**src/rtl/capture_fifo_writer.sv**
```systemverilog
// Camera pixel capture: tags each pixel with its {bank, index} SRAM address and queues it in a FIFO.
// An issue FSM drains the FIFO to the SRAM controller over a start/ready handshake; overruns are dropped and counted.
module capture_fifo_writer #(
  parameter int PIX_W        = 12,
  parameter int DATA_W       = 16,
  parameter int IDX_W        = 15,
  parameter int BANK_W       = 2,
  parameter int FRAME_PIXELS = 19200,
  parameter int FIFO_DEPTH   = 8
) (
  input  logic                          clk,
  input  logic                          reset,
  input  logic                          frame_start,
  input  logic [BANK_W-1:0]             bank_sel,
  input  logic                          pix_valid,
  input  logic [PIX_W-1:0]              pix_data,
  input  logic                          sram_ready,
  output logic                          sram_start,
  output logic                          sram_rw,
  output logic [BANK_W+IDX_W-1:0]       addr_out,
  output logic [DATA_W-1:0]             data_out,
  output logic                          frame_done,
  output logic                          overflow,
  output logic [15:0]                   drop_count,
  input  logic                          clear_ovf,
  output logic [$clog2(FIFO_DEPTH):0]   fifo_level
);
  localparam int PTR_W = $clog2(FIFO_DEPTH);
  localparam int CNT_W = PTR_W + 1;
  localparam int ENT_W = 1 + BANK_W + IDX_W + PIX_W;
  localparam logic [IDX_W-1:0] LAST_IDX = IDX_W'(FRAME_PIXELS - 1);

  // Handshake: sram_start is low for exactly one cycle per word; the controller then drops
  // sram_ready while busy and raises it again when the write is complete.
  typedef enum logic [1:0] {IDLE, ISSUE, WAIT_BUSY, WAIT_DONE} state_t;
  state_t state, state_next;
  logic   start_next, done_next;

  logic                  active;
  logic [IDX_W-1:0]      idx;
  logic [BANK_W-1:0]     bank;
  logic [ENT_W-1:0]      mem [FIFO_DEPTH];
  logic [PTR_W-1:0]      wr_ptr, rd_ptr;
  logic [CNT_W-1:0]      count;
  logic                  full, empty;
  logic                  active_eff, is_last, push, drop, pop;
  logic [IDX_W-1:0]      idx_eff;
  logic [BANK_W-1:0]     bank_eff;
  logic [ENT_W-1:0]      head;
  logic                  last_q;

  // A frame_start takes effect in its own cycle, so a coincident pixel becomes pixel 0 of the new frame.
  assign active_eff = frame_start | active;
  assign idx_eff    = frame_start ? '0 : idx;
  assign bank_eff   = frame_start ? bank_sel : bank;
  assign is_last    = (idx_eff == LAST_IDX);
  assign full       = (count == CNT_W'(FIFO_DEPTH));
  assign empty      = (count == '0);
  assign push       = pix_valid & active_eff & ~full;
  assign drop       = pix_valid & ~push;
  assign pop        = (state == IDLE) & ~empty;
  assign head       = mem[rd_ptr];
  assign sram_rw    = 1'b0;
  assign fifo_level = count;

  always_ff @(posedge clk or negedge reset) begin
    if (!reset) begin
      active <= 1'b0;
      idx    <= '0;
      bank   <= '0;
    end else begin
      if (frame_start) bank <= bank_sel;
      if (push) begin
        active <= ~is_last;
        idx    <= is_last ? '0 : idx_eff + IDX_W'(1);
      end else if (frame_start) begin
        active <= 1'b1;
        idx    <= '0;
      end
    end
  end

  always_ff @(posedge clk) begin
    if (push) mem[wr_ptr] <= {is_last, bank_eff, idx_eff, pix_data};
  end

  always_ff @(posedge clk or negedge reset) begin
    if (!reset) begin
      wr_ptr <= '0;
      rd_ptr <= '0;
      count  <= '0;
    end else begin
      if (push) wr_ptr <= wr_ptr + PTR_W'(1);
      if (pop)  rd_ptr <= rd_ptr + PTR_W'(1);
      count <= count + CNT_W'(push) - CNT_W'(pop);
    end
  end

  // A drop in the same cycle as clear_ovf wins, leaving a count of one.
  always_ff @(posedge clk or negedge reset) begin
    if (!reset) begin
      overflow   <= 1'b0;
      drop_count <= '0;
    end else if (drop) begin
      overflow   <= 1'b1;
      drop_count <= clear_ovf ? 16'd1 : ((drop_count == 16'hFFFF) ? drop_count : drop_count + 16'd1);
    end else if (clear_ovf) begin
      overflow   <= 1'b0;
      drop_count <= '0;
    end
  end

  always_comb begin
    state_next = state;
    start_next = 1'b1;
    done_next  = 1'b0;
    case (state)
      IDLE:      if (!empty) state_next = ISSUE;
      ISSUE:     state_next = WAIT_BUSY;
      WAIT_BUSY: if (!sram_ready) state_next = WAIT_DONE;
      WAIT_DONE: if (sram_ready) begin
                   state_next = IDLE;
                   done_next  = last_q;
                 end
      default:   state_next = IDLE;
    endcase
    if (state_next == ISSUE) start_next = 1'b0;
  end

  always_ff @(posedge clk or negedge reset) begin
    if (!reset) begin
      state      <= IDLE;
      sram_start <= 1'b1;
      frame_done <= 1'b0;
      addr_out   <= '0;
      data_out   <= '0;
      last_q     <= 1'b0;
    end else begin
      state      <= state_next;
      sram_start <= start_next;
      frame_done <= done_next;
      if (pop) begin
        addr_out <= head[ENT_W-2 -: BANK_W+IDX_W];
        data_out <= DATA_W'(head[PIX_W-1:0]);
        last_q   <= head[ENT_W-1];
      end
    end
  end
endmodule

```
**config.mk**
```make
export PLATFORM = sky130hd
export DESIGN_NAME = capture_fifo_writer
export DESIGN_NICKNAME = d
export VERILOG_FILES = /design/src/rtl/capture_fifo_writer.sv
export SDC_FILE = /design/constraint.sdc
export NUM_CORES = 1
export LEC_CHECK = 0
export CAP_MARGIN = 0
export CORE_MARGIN = 8
export CORE_UTILIZATION = 41
export DETAILED_ROUTE_END_ITERATION = 6
export MAX_ROUTING_LAYER = met4
export PLACE_DENSITY = 0.69
export SETUP_SLACK_MARGIN = 0.2
export SLEW_MARGIN = 20
export SYNTH_ARGS = -nofsm -noshare
export SYNTH_HDL_FRONTEND = slang
export SYNTH_SLANG_ARGS = --single-unit
export TNS_END_PERCENT = 30
```
**constraint.sdc**
```tcl
create_clock -name clk -period 7.5 [get_ports clk]
set_clock_uncertainty 0.15 [all_clocks]
set_input_delay 1.5 -clock clk [delete_from_list [all_inputs] [get_ports clk]]
set_output_delay 1.5 -clock clk [all_outputs]
set_load 0.02 [all_outputs]
```
# After elaboration in Yosys (flattened, before gate mapping)
# Memory sizes are Yosys's and may differ from the RTL's. A register that Yosys moved wholly into a read port is not among the register bits.
# Cells that the tools add are included.
[totals] ramBits=240 inputBits=20 regBits=49 memories=1 out_inout_bits=57
[op_classes] eq_ne=8 muxes=21 addsub=6 reduce_logical=6 bitwise_logic=9
[memory_table] memory="mem" words=8 word_bits=30 read_ports=1 rd_ports_with_merged_regs=1 wr=1 line="42" text="logic [ENT_W-1:0] mem [FIFO_DEPTH];"
[op_table] cell="$mux 16" n=4
[op_table] cell="$mux 15" n=3
[op_table] cell="$add 16x1->16 const B" n=1
[op_table] cell="$eq 16x16->1 const B" n=1
[op_table] cell="$add 15x1->15 const B" n=1
[op_table] cell="$eq 15x15->1 const B" n=1
[op_table] cell="$mux 1" n=9
[op_table] cell="$mux 2" n=4
[op_table] cell="$pmux 2 s4" n=1
[op_table] cell="$add 3x1->3 const B" n=2
[op_table] cell="$add 4x1->4" n=1
[op_table] cell="$and 1x1->1" n=4
[op_table] cell="$eq 2x1->1 const B" n=2
[op_table] cell="$eq 2x2->1 const B" n=2
[op_table] cell="$eq 4x4->1 const B" n=1
[op_table] cell="$logic_not 4->1" n=1
[op_table] cell="$not 1->1" n=4
[op_table] cell="$reduce_bool 2->1" n=2
[op_table] cell="$sub 4x1->4" n=1
[op_table] cell="$logic_not 2->1" n=1
[op_table] cell="$ne 2x2->1 const B" n=1
[op_table] cell="$reduce_and 2->1" n=1
[op_table] cell="$logic_not 1->1" n=1
[op_table] cell="$or 1x1->1" n=1

# Logic depth before layout (Yosys ltp)
[depth] depth_word=7 depth_mapped=11

# Least setup slack after synthesis
# No wires, ideal clock.
[synth_timing] path_type="input-to-reg" start="input frame_start" end="memory mem[4][0] (netlist name) (enable)" arrival_ps=5066 stages=4 n_path_buf=1 required_time_ps=6846 setup_slack_ps=1781 cell_sequence="o21a_1 > nand2_1 > clkbuf_1 > nor4b_1"
[synth_between] elab_chain_len=5
[synth_rtl] item="from (decl)" line="13" text="input logic frame_start,"
[synth_rtl] item="$or 1x1->1" line="53" text="assign active_eff = frame_start | active;"
[synth_rtl] item="$and 1x1->1 (2 in a row)" line="59" text="assign push = pix_valid & active_eff & ~full;"
[synth_rtl] item="$mux 1" line="84" text="if (push) mem[wr_ptr] <= {is_last, bank_eff, idx_eff, pix_data};"
[synth_rtl] item="$mux 1 (implied by the code)" line="84"
[synth_rtl] item="to (decl)" line="42"
# No other way between the ends.

# Worst setup path in the final report
[layout_timing] start="input frame_start" end="memory mem[6][28] (netlist name) (enable)"
# Same word-level chain as after synthesis.

==> flow_summary.toml <==
[grt]
grt_usage = 0.1377
grt_overflow_total = 0
antenna_found_initial = 0
grt_max_degree = 63
grt_pass1_vias = 6639
grt_pass1_wl_um = 38360

[timing]
max-slew-margin-rel = 0.3058
rsz0062_at_grt = "false"
finalCritPeriodShare = 0.5790
fmax_mhz = 230.3
final-setup-viol-count = 0
finalWorstSetupSlack_ns = 3.157
finalHoldViolations = 0
tightest_slew_ns = 1.036
period_minus_slack_ns = 4.343
slew_violations = 0
holdWs_ns = 0.3245
setup_tns_ns = 0

[layout]
drive_gt1_frac = 0.1817
num-fill-cells = 2472
post-route-cell-area_mm2 = 0.01504
synthToLayoutAreaGrowth_pct = 18.89
final_cells = 1227
layout.nets = 838
diodes = 0

[yosys]
synth.distinct_cells = 50
synthXorXnorAreaFrac = 0.01593
synth_top_family_by_area = "multiplexers"
yosys_warnings = 0
netlist_area_mm2 = 0.01265
synth_fa_ha_area_frac = 0.01049
yosysMostFrequentCell = "edfxtp_1"
synthTopCellsByCount = "edfxtp_1 (240), dfrtp_1 (78), mux4_2 (60), nand2_1 (57), o21ai_0 (48)"
synth_mux_area_frac = 0.1349
yosysSeqAreaShare = 0.7263
synthFlopType = "edfxtp_1"
synth-seq-cells = 319
synth_top_area_frac = 0.5698
synth_compound_area_frac = 0.03512
synth_cells = 724
async_flop_share = 0.2476
synth_simple_gate_area_frac = 0.05877
synth_edf_count = 240
avgSynthCellArea_um2 = 17.47
yosysTopAreaCell = "edfxtp_1"
synthTopCellsByArea = "edfxtp_1 (57%), dfrtp_1 (15%), mux4_2 (11%)"

[floorplan]
io_pins = 77
die_y_um = 191.6
fp.coreArea_mm2 = 0.03051
placementRows = 64
die_w_um = 191.6
fp.dieArea_mm2 = 0.03672
start_util = 0.4145

[clock_tree]
ctsResizeCount = 0
cts_sinks = 319
hold_buffers = 0
insertion_delay_ns = 0.51
cts_buffer_depth = 3
numCtsBuffers = 34
post_cts.repair.setup_buffers = 0
tritoncts = "built"
clk_pin_slew_ns = 0.06
root_buffer = "clkbuf_16"
cts.htree.levels = 2

[routing]
initialDrtViolationCount = 449
postRouteAntennaNets = 0
dr.pass1.iters = 4
wl_per_cell_um = 19.60
vias = 6314
wirelength_um = 24050
drt_drc_violations_left = 0
via_per_inst = 5.146

[critical_path]
crit_arrival_ns = 4.38
critPathKind = "input pin to flip-flop"
crit_fanout = 24
required_ns = 7.53
start_kind = "input pin"
crit_path_end_kind = "flip-flop"

[job]
drv_cap = 0

[status]
status = "finished clean"

[place]
gp_congestion = 0.7561
place_ws_ns = 2.561
port_buffers = 71
dp_hpwl_um = 14510
placedCellCount = 1168
post_dp_cell_area_mm2 = 0.01386

[power]
irDropWorstVdd_uv = 185.2
p_per_area_mw_per_mm2 = 369.7
p_leak_nw = 5.387

[hold_path]
hold_class = "flip-flop to flip-flop"
[final timing paths]
kind | slack [ns] | from | to | cells past startpoint
max reg2reg | 4.13 | fifo_level[2] | mem[6][28] | 7
max | 3.16 | frame_start | mem[6][28] | 7
min reg2reg | 0.32 | data_out[2] | data_out[2] | 2
max in group asynchronous | 5.35 | reset | drop_count[1] | 2
min | 0.32 | data_out[2] | data_out[2] | 2
min in group asynchronous | 0.79 | reset | addr_out[10] | 1
[through the flow]
stage,util,power (W)
global route,0.4928,0.005850
detailed placement,0.4543,0.003899
CTS,0.4928,0.005658
global placement,0.4543,0.003870
finish,0.4928,0.005559
floorplan,-,0.003383
[critical path: stages]
cell and delay [ns]:
clkdlybuf4s50_1 0.47, buf_4 0.27, o21a_1 0.18, and2_1 0.41, nand2_1 0.27, nor3b_4 0.83
buf_4 0.43
[routing by layer]
| metal | vias up | GRT usage | share of wire |
|---|---|---|---|
| met3 | 32 | 0.02524 | 0.042 |
| met1 | 3207 | 0.1768 | 0.44 |
| li1 | 2958 | - | - |
| met2 | 117 | 0.2256 | 0.50 |
| met4 | 0 | 0.03404 | 0.016 |
| met5 | - | - | 0 |
[state kept, by name, indices dropped and copies added (netlist names)]
name and cells:
rd_ptr 3, frame_done 1, mem 240, idx 15
drop_count 16, bank 2, last_q 1, active 1
wr_ptr 3, sram_start 1, addr_out 17, state 2
data_out 12, overflow 1, fifo_level 4
[placed cells by master (no fill, tap or decap), types with 3 or more instances in the layout]
cell type and instances:
edfxtp_1 240, dfrtp_1 75, clkdlybuf4s50_1 70, mux4_2 60
nand2_1 57, o21ai_0 48, clkbuf_16 34, mux2i_1 31
buf_4 17, nor2_1 16, nor2b_1 14, xor2_1 13
inv_1 11, nand4_1 11, nand3_1 10, xnor2_1 10
ha_1 9, a21oi_1 8, and3_1 7, bufinv_16 6
a31oi_1 5, conb_1 5, clkinv_2 5, nand2b_1 4
o21ai_1 4, mux2_2 4, clkbuf_1 4, and2_1 3
o41ai_1 3, clkbuf_8 3, clkinv_1 3
[cells by family after synthesis]
kind of cell	after synthesis
multiplexers	95
flip-flops	319
other	1
buffers and inverters	54
adder cells (fa/ha/maj)	10
AO/OA/AOI/OAI	79
XOR/XNOR	23
AND/OR/NAND/NOR	143
[report_power, final]
part / switching (W) / internal (W) / total (W) / leakage [nW]
Sequential: 0.000233 / 0.00222 / 0.00245 / 3.24
Clock: 0.000667 / 0.00108 / 0.00174 / 0.575
Combinational: 0.000681 / 0.000682 / 0.00136 / 1.57
Total: 0.00158 / 0.00398 / 0.00556 / 5.39
[layout make-up]
type                    instances  area [µm²]  area share
flip-flops and latches        319        9194      0.6115
inverters                      11       41.29    0.002746
clock buffers                  41       907.1     0.06033
multi-input cells             355        3301      0.2195
well taps                     396       495.5     0.03295
clock inverters                18       269.0     0.01789
repair buffers                 87       828.3     0.05509
Note: power is estimated with default switching activity, not from simulation.
